**src/rtl/cache_ctrl.sv**
```systemverilog
// cache_ctrl: direct-mapped, write-through, no-write-allocate cache controller.
// Sits between a blocking pipeline memory port and main memory. Tag and valid
// arrays live here; the data array is an external single-port SRAM with
// synchronous write and combinational read.
//
// Ports
//   clk_i, rst_i          clock, async active-high reset
//   cpu_req_i/we_i        request / store flag, held until cpu_ready_o
//   cpu_addr_i/wdata_i    byte address (bits [1:0] ignored) / store data
//   cpu_rdata_o/ready_o   load data / completion pulse
//   sram_addr_o/wdata_o   data array index / write data
//   sram_wea_o            data array write enable
//   sram_rdata_i          data array read data (combinational)
//   mem_req_o/we_o        memory request (held until mem_ack_i) / write
//   mem_addr_o/wdata_o    word-aligned memory address / write data
//   mem_rdata_i/ack_i     memory read data / completion
//   hit_cnt_o/miss_cnt_o  free-running performance counters
//
// state  | meaning
// IDLE   | evaluate live cpu request; load hits complete here
// REFILL | load miss, waiting on memory read
// WRITE  | store forwarded to memory, waiting on ack
// RESP   | one-cycle completion pulse for miss/store
module cache_ctrl #(
    parameter int WIDTH = 32,
    parameter int DEPTH = 16,
    localparam int IDX  = $clog2(DEPTH),
    localparam int TAG  = 30 - IDX
) (
    input  logic             clk_i,
    input  logic             rst_i,
    input  logic             cpu_req_i,
    input  logic             cpu_we_i,
    input  logic [31:0]      cpu_addr_i,
    input  logic [WIDTH-1:0] cpu_wdata_i,
    output logic [WIDTH-1:0] cpu_rdata_o,
    output logic             cpu_ready_o,
    output logic [IDX-1:0]   sram_addr_o,
    output logic [WIDTH-1:0] sram_wdata_o,
    output logic             sram_wea_o,
    input  logic [WIDTH-1:0] sram_rdata_i,
    output logic             mem_req_o,
    output logic             mem_we_o,
    output logic [31:0]      mem_addr_o,
    output logic [WIDTH-1:0] mem_wdata_o,
    input  logic [WIDTH-1:0] mem_rdata_i,
    input  logic             mem_ack_i,
    output logic [31:0]      hit_cnt_o,
    output logic [31:0]      miss_cnt_o
);

    localparam logic [1:0] IDLE   = 2'd0;
    localparam logic [1:0] REFILL = 2'd1;
    localparam logic [1:0] WRITE  = 2'd2;
    localparam logic [1:0] RESP   = 2'd3;

    logic [1:0]       state_q, state_d;
    logic [31:2]      addr_q, addr_d;
    logic [WIDTH-1:0] wdata_q, wdata_d;
    logic [WIDTH-1:0] rdata_q, rdata_d;
    logic             hit_q, hit_d;
    logic             we_q, we_d;
    logic             mem_req_q, mem_req_d;
    logic             mem_we_q, mem_we_d;
    logic [DEPTH-1:0] valid_q, valid_d;
    logic [31:0]      hit_cnt_q, hit_cnt_d;
    logic [31:0]      miss_cnt_q, miss_cnt_d;
    logic [TAG-1:0]   tag_q [DEPTH];

    logic [IDX-1:0]   cpu_idx;
    logic [TAG-1:0]   cpu_tag;
    logic [IDX-1:0]   lat_idx;
    logic             hit;
    logic             ack;
    logic             refill_done;
    logic             unused_addr_bits;

    assign cpu_idx = cpu_addr_i[IDX+1:2];
    assign cpu_tag = cpu_addr_i[31:IDX+2];
    assign lat_idx = addr_q[IDX+1:2];
    assign hit     = valid_q[cpu_idx] && (tag_q[cpu_idx] == cpu_tag);

    // mem_ack_i only counts while a request is outstanding, so a stray ack
    // after a mid-transaction reset is harmless.
    assign ack         = mem_ack_i && mem_req_q;
    assign refill_done = (state_q == REFILL) && ack;

    assign unused_addr_bits = &{1'b0, cpu_addr_i[1:0]};

    always_comb begin
        state_d    = state_q;
        addr_d     = addr_q;
        wdata_d    = wdata_q;
        rdata_d    = rdata_q;
        hit_d      = hit_q;
        we_d       = we_q;
        mem_req_d  = mem_req_q;
        mem_we_d   = mem_we_q;
        valid_d    = valid_q;
        hit_cnt_d  = hit_cnt_q;
        miss_cnt_d = miss_cnt_q;
        case (state_q)
            IDLE: begin
                if (cpu_req_i) begin
                    if (hit) hit_cnt_d  = hit_cnt_q + 32'd1;
                    else     miss_cnt_d = miss_cnt_q + 32'd1;
                    if (cpu_we_i) begin
                        addr_d    = cpu_addr_i[31:2];
                        wdata_d   = cpu_wdata_i;
                        hit_d     = hit;
                        we_d      = 1'b1;
                        mem_req_d = 1'b1;
                        mem_we_d  = 1'b1;
                        state_d   = WRITE;
                    end else if (!hit) begin
                        addr_d    = cpu_addr_i[31:2];
                        we_d      = 1'b0;
                        mem_req_d = 1'b1;
                        mem_we_d  = 1'b0;
                        state_d   = REFILL;
                    end
                end
            end
            REFILL: begin
                if (ack) begin
                    rdata_d          = mem_rdata_i;
                    valid_d[lat_idx] = 1'b1;
                    mem_req_d        = 1'b0;
                    state_d          = RESP;
                end
            end
            WRITE: begin
                if (ack) begin
                    mem_req_d = 1'b0;
                    mem_we_d  = 1'b0;
                    state_d   = RESP;
                end
            end
            default: state_d = IDLE;
        endcase
    end

    always_ff @(posedge clk_i or posedge rst_i) begin
        if (rst_i) begin
            state_q    <= IDLE;
            addr_q     <= '0;
            wdata_q    <= '0;
            rdata_q    <= '0;
            hit_q      <= 1'b0;
            we_q       <= 1'b0;
            mem_req_q  <= 1'b0;
            mem_we_q   <= 1'b0;
            valid_q    <= '0;
            hit_cnt_q  <= '0;
            miss_cnt_q <= '0;
        end else begin
            state_q    <= state_d;
            addr_q     <= addr_d;
            wdata_q    <= wdata_d;
            rdata_q    <= rdata_d;
            hit_q      <= hit_d;
            we_q       <= we_d;
            mem_req_q  <= mem_req_d;
            mem_we_q   <= mem_we_d;
            valid_q    <= valid_d;
            hit_cnt_q  <= hit_cnt_d;
            miss_cnt_q <= miss_cnt_d;
        end
    end

    // Tag array is intentionally not reset; valid bits gate its use.
    always_ff @(posedge clk_i) begin
        if (refill_done) tag_q[lat_idx] <= addr_q[31:IDX+2];
    end

    always_comb begin
        sram_addr_o  = (state_q == IDLE) ? cpu_idx : lat_idx;
        sram_wea_o   = refill_done || ((state_q == WRITE) && ack && hit_q);
        sram_wdata_o = (state_q == REFILL) ? mem_rdata_i : wdata_q;
        cpu_ready_o  = (state_q == RESP) ||
                       ((state_q == IDLE) && cpu_req_i && !cpu_we_i && hit);
        if (state_q == RESP) cpu_rdata_o = we_q ? '0 : rdata_q;
        else                 cpu_rdata_o = sram_rdata_i;
    end

    assign mem_req_o   = mem_req_q;
    assign mem_we_o    = mem_we_q;
    assign mem_addr_o  = {addr_q, 2'b00};
    assign mem_wdata_o = wdata_q;
    assign hit_cnt_o   = hit_cnt_q;
    assign miss_cnt_o  = miss_cnt_q;

endmodule

```
**config.mk**
```make
export PLATFORM = sky130hd
export DESIGN_NAME = cache_ctrl
export DESIGN_NICKNAME = d
export VERILOG_FILES = /design/src/rtl/cache_ctrl.sv
export SDC_FILE = /design/constraint.sdc
export NUM_CORES = 1
export LEC_CHECK = 0
export CELL_PAD_IN_SITES_DETAIL_PLACEMENT = 1
export CELL_PAD_IN_SITES_GLOBAL_PLACEMENT = 1
export CORE_MARGIN = 2
export CORE_UTILIZATION = 50
export DETAILED_ROUTE_END_ITERATION = 8
export PLACE_DENSITY = 0.85
export SYNTH_ARGS = -nofsm -noshare
export SYNTH_HDL_FRONTEND = slang
export SYNTH_SLANG_ARGS = --single-unit
```
**constraint.sdc**
```tcl
create_clock -name clk_i -period 17.1 [get_ports clk_i]
set_input_delay 2.565 -clock clk_i [delete_from_list [all_inputs] [get_ports clk_i]]
set_output_delay 2.565 -clock clk_i [all_outputs]
set_load 0.02 [all_outputs]
```
==> metrics <==
largest net degree at the start of global routing 133; most frequent cells in the layout edfxtp_1, clkdlybuf4s50_1, dfrtp_1; routed wire length per instance 28.8 µm; htree depth 2; clock net sink count 596; Final Instance Area 0.0310 mm²; first-pass GRT wire length 113000 µm; Main synth FF type edfxtp_1; EDFF count, synth 416; die area 0.0520 mm²; critical path's most frequent cell buf_4; peak supply drop 0.000116 V; antenna-violating nets left 0; placed wire-length estimate 46100 µm; run status finished, final reports clean; mux cell area share after synthesis 0.161; max-slew violation count 0; clock-pin slew on the worst setup and hold paths 0.06 ns; largest area contributor in the netlist edfxtp_1; die outline width 228 µm; element type at the critical path end output pin; P&R area growth vs syn 23.6%; async set-reset flop share out of synthesis 0.302; final-report hold violation count 0; GPL Wtd Cong 0.949; layout cell share with drive strength beyond 1 0.195; GRT Util Overall 0.291; leading cell type in the layout, fill and taps excluded edfxtp_1; r2r setup slk 12.54 ns; largest family of logic cells by synthesized area multiplexers; Seq/Total Area, Yosys 0.677; post-CTS setup buffer count 0; Critical R2R Capture addr_q[22]; Worst Clk Skew 0.0368 ns; Final Non-Filler Cells 2614; class of the worst hold path flip-flop to flip-flop; synth top area cells edfxtp_1, dfrtp_1, mux4_2; Filler cells 4590; Core ar. 0.0499 mm²; grt total ovfl 0; simple-gate portion of the synthesized area 0.0655; placed cells 2500; crit-path cells buf_6, buf_4, nor2b_1, a221oi_1, mux2i_1, a2111oi_0, nand4_1, nor4_4, buf_4, a21o_1, clkdlybuf4s50_1; peak fanout along the critical path 80; setup_tns 0 ns; Synth warnings 0; clk buf depth 3; Iteration-0 DRC Markers 1291; post-placement cell area 0.0290 mm²; RSZ-0062 raised after global routing no; Clock Latency Late Sink 0.64 ns; Pwr Density 147 mW/mm²; worst path arrival time 8.04 ns; Syn Inst Count 1556; Final Net Count 2030; Crit Path Category primary input to output pin; IO Count 333; WHS Path Cells 1; Max transition margin 0.130; vias per inst 5.99; adder-cell share of the synthesized area 0.00349; CTS tree yes; Netlist cell types 68; final wirelength 75200 µm; total number of vias 15600; antenna violations before repair 4; post-synthesis xor/xnor area fraction 0.0283; FMAX 94.3 MHz; worst reg-to-reg path cell count 8; Hold Buf Count CTS 0; Core Util, Final 0.622; crit-path leading delay family buffers and inverters; Starting Density 0.503; Worst Path Required 14.53 ns; slowest stage delay, CP 1.09 ns; critical path's slowest cell a2111oi_0; Num CTS Buffers 60; minimum clock period 10.60 ns; Crit path buffers/inverters 4; Synth Register Bits 596; Post-CTS Resized 0; CTS root buffer clkbuf_16; Avg Cell Area, Syn 16.1 µm²; Hold EP valid_q[10]; CP Launch Type primary input; die height 228 µm; Leak Pwr 11.3 nW; Synth Area in Compound Gates 0.0362; Post-route DRC 0; Crit Reg-Reg Startpoint tag_q[12][18]; mapped cell area 0.0251 mm²; I/O Buffers 328; site row count 82; vias in the first global route 16900; area share of the largest cell type after synthesis 0.498; crit share post-route 0.620; final setup vio count 0; Pre-antenna DRT Iters 5; Max Cap Viol 0; Worst Max-Slew Pin Slew 1.27 ns; Hold Startpoint valid_q[10]
[area by class of cell]
class	instances	area (µm²)	area share
Sequential cell	596	17000	0.548
Multi-Input combinational cell	824	7510	0.242
Timing Repair Buffer	355	3480	0.112
Clock buffer	85	1680	0.0540
Tap cell	672	841	0.0271
Clock inverter	28	297	0.00956
Inverter	53	206	0.00666
Antenna cell	1	2.50	0.0000807
[logic make-up after synthesis]
| group | after synthesis |
|---|---|
| AOI/OAI and AO/OA | 132 |
| xor gates and xnor gates | 81 |
| adders and majority gates | 7 |
| buffers and inverters | 137 |
| DFF | 596 |
| muxes | 290 |
| other | 1 |
| and+or+nand+nor | 312 |
[synth_stat cells, types with 3 or more instances]
master    instances
edfxtp_1        416
dfrtp_1         180
mux2_2          135
mux2i_1          78
nand2_1          78
mux4_2           77
inv_1            53
xnor2_1          49
nand3_1          48
o21ai_0          44
nor2_1           39
xor2_1           32
clkbuf_1         25
a22oi_1          22
nand4_1          21
buf_2            20
nor3_1           19
and3_1           16
buf_4            16
or2_2            16
buf_6            14
nor2b_1          14
nor4_1           12
nand2b_1         11
a21oi_1          10
a22o_1           10
buf_1             9
a221oi_1          7
and2_1            7
and4_1            7
ha_1              7
or3_1             6
nor3b_1           5
nand3b_1          4
o22ai_1           4
o31ai_1           4
a32oi_1           3
[how the worst max path moves through the flow]
stage             startpoint           to  depth (start not counted)
2_1_floorplan  cpu_addr_i[5]  cpu_ready_o                         12
3_3_place_gp   cpu_addr_i[2]  cpu_ready_o                         12
3_5_place_dp   cpu_addr_i[2]  cpu_ready_o                         12
4_1_cts        cpu_addr_i[4]  cpu_ready_o                         11
5_1_grt        cpu_addr_i[2]  cpu_ready_o                         12
6_report       cpu_addr_i[4]  cpu_ready_o                         11
[routing by layer]
| layer | vias to the layer above | routed length, µm | GRT usage |
|---|---|---|---|
| li1 | 6609 | - | - |
| met1 | 8140 | 28700 | 0.366 |
| met2 | 728 | 38300 | 0.502 |
| met3 | 165 | 5580 | 0.0609 |
| met4 | 4 | 2620 | 0.102 |
| met5 | - | 22 | 0 |
[sequential cells by signal, indices dropped and copies added (netlist names)]
register / flops
tag_q: 416
hit_cnt_o: 32
mem_wdata_o: 32
miss_cnt_o: 32
rdata_q: 32
addr_q: 30
valid_q: 16
state_q: 2
hit_q: 1
mem_req_o: 1
mem_we_o: 1
we_q: 1
[power breakdown]
part           internal (W)  switching (W)  total, W
Sequential          0.00186       0.000241   0.00211
Combinational      0.000530       0.000585   0.00111
Clock              0.000760       0.000563   0.00132
[metrics by stage]
stage / setup WS [ns] / hold WS [ns] / total power, W
floorplan: 9.11 / 0.434 / 0.00265
global placement: 6.94 / 0.446 / 0.00318
detailed placement: 6.88 / 0.451 / 0.00324
CTS: 6.81 / 0.465 / 0.00457
global route: 6.32 / 0.477 / 0.00470
finish: 6.50 / 0.469 / 0.00454
No activity file was read; power rests on OpenSTA's default activity.
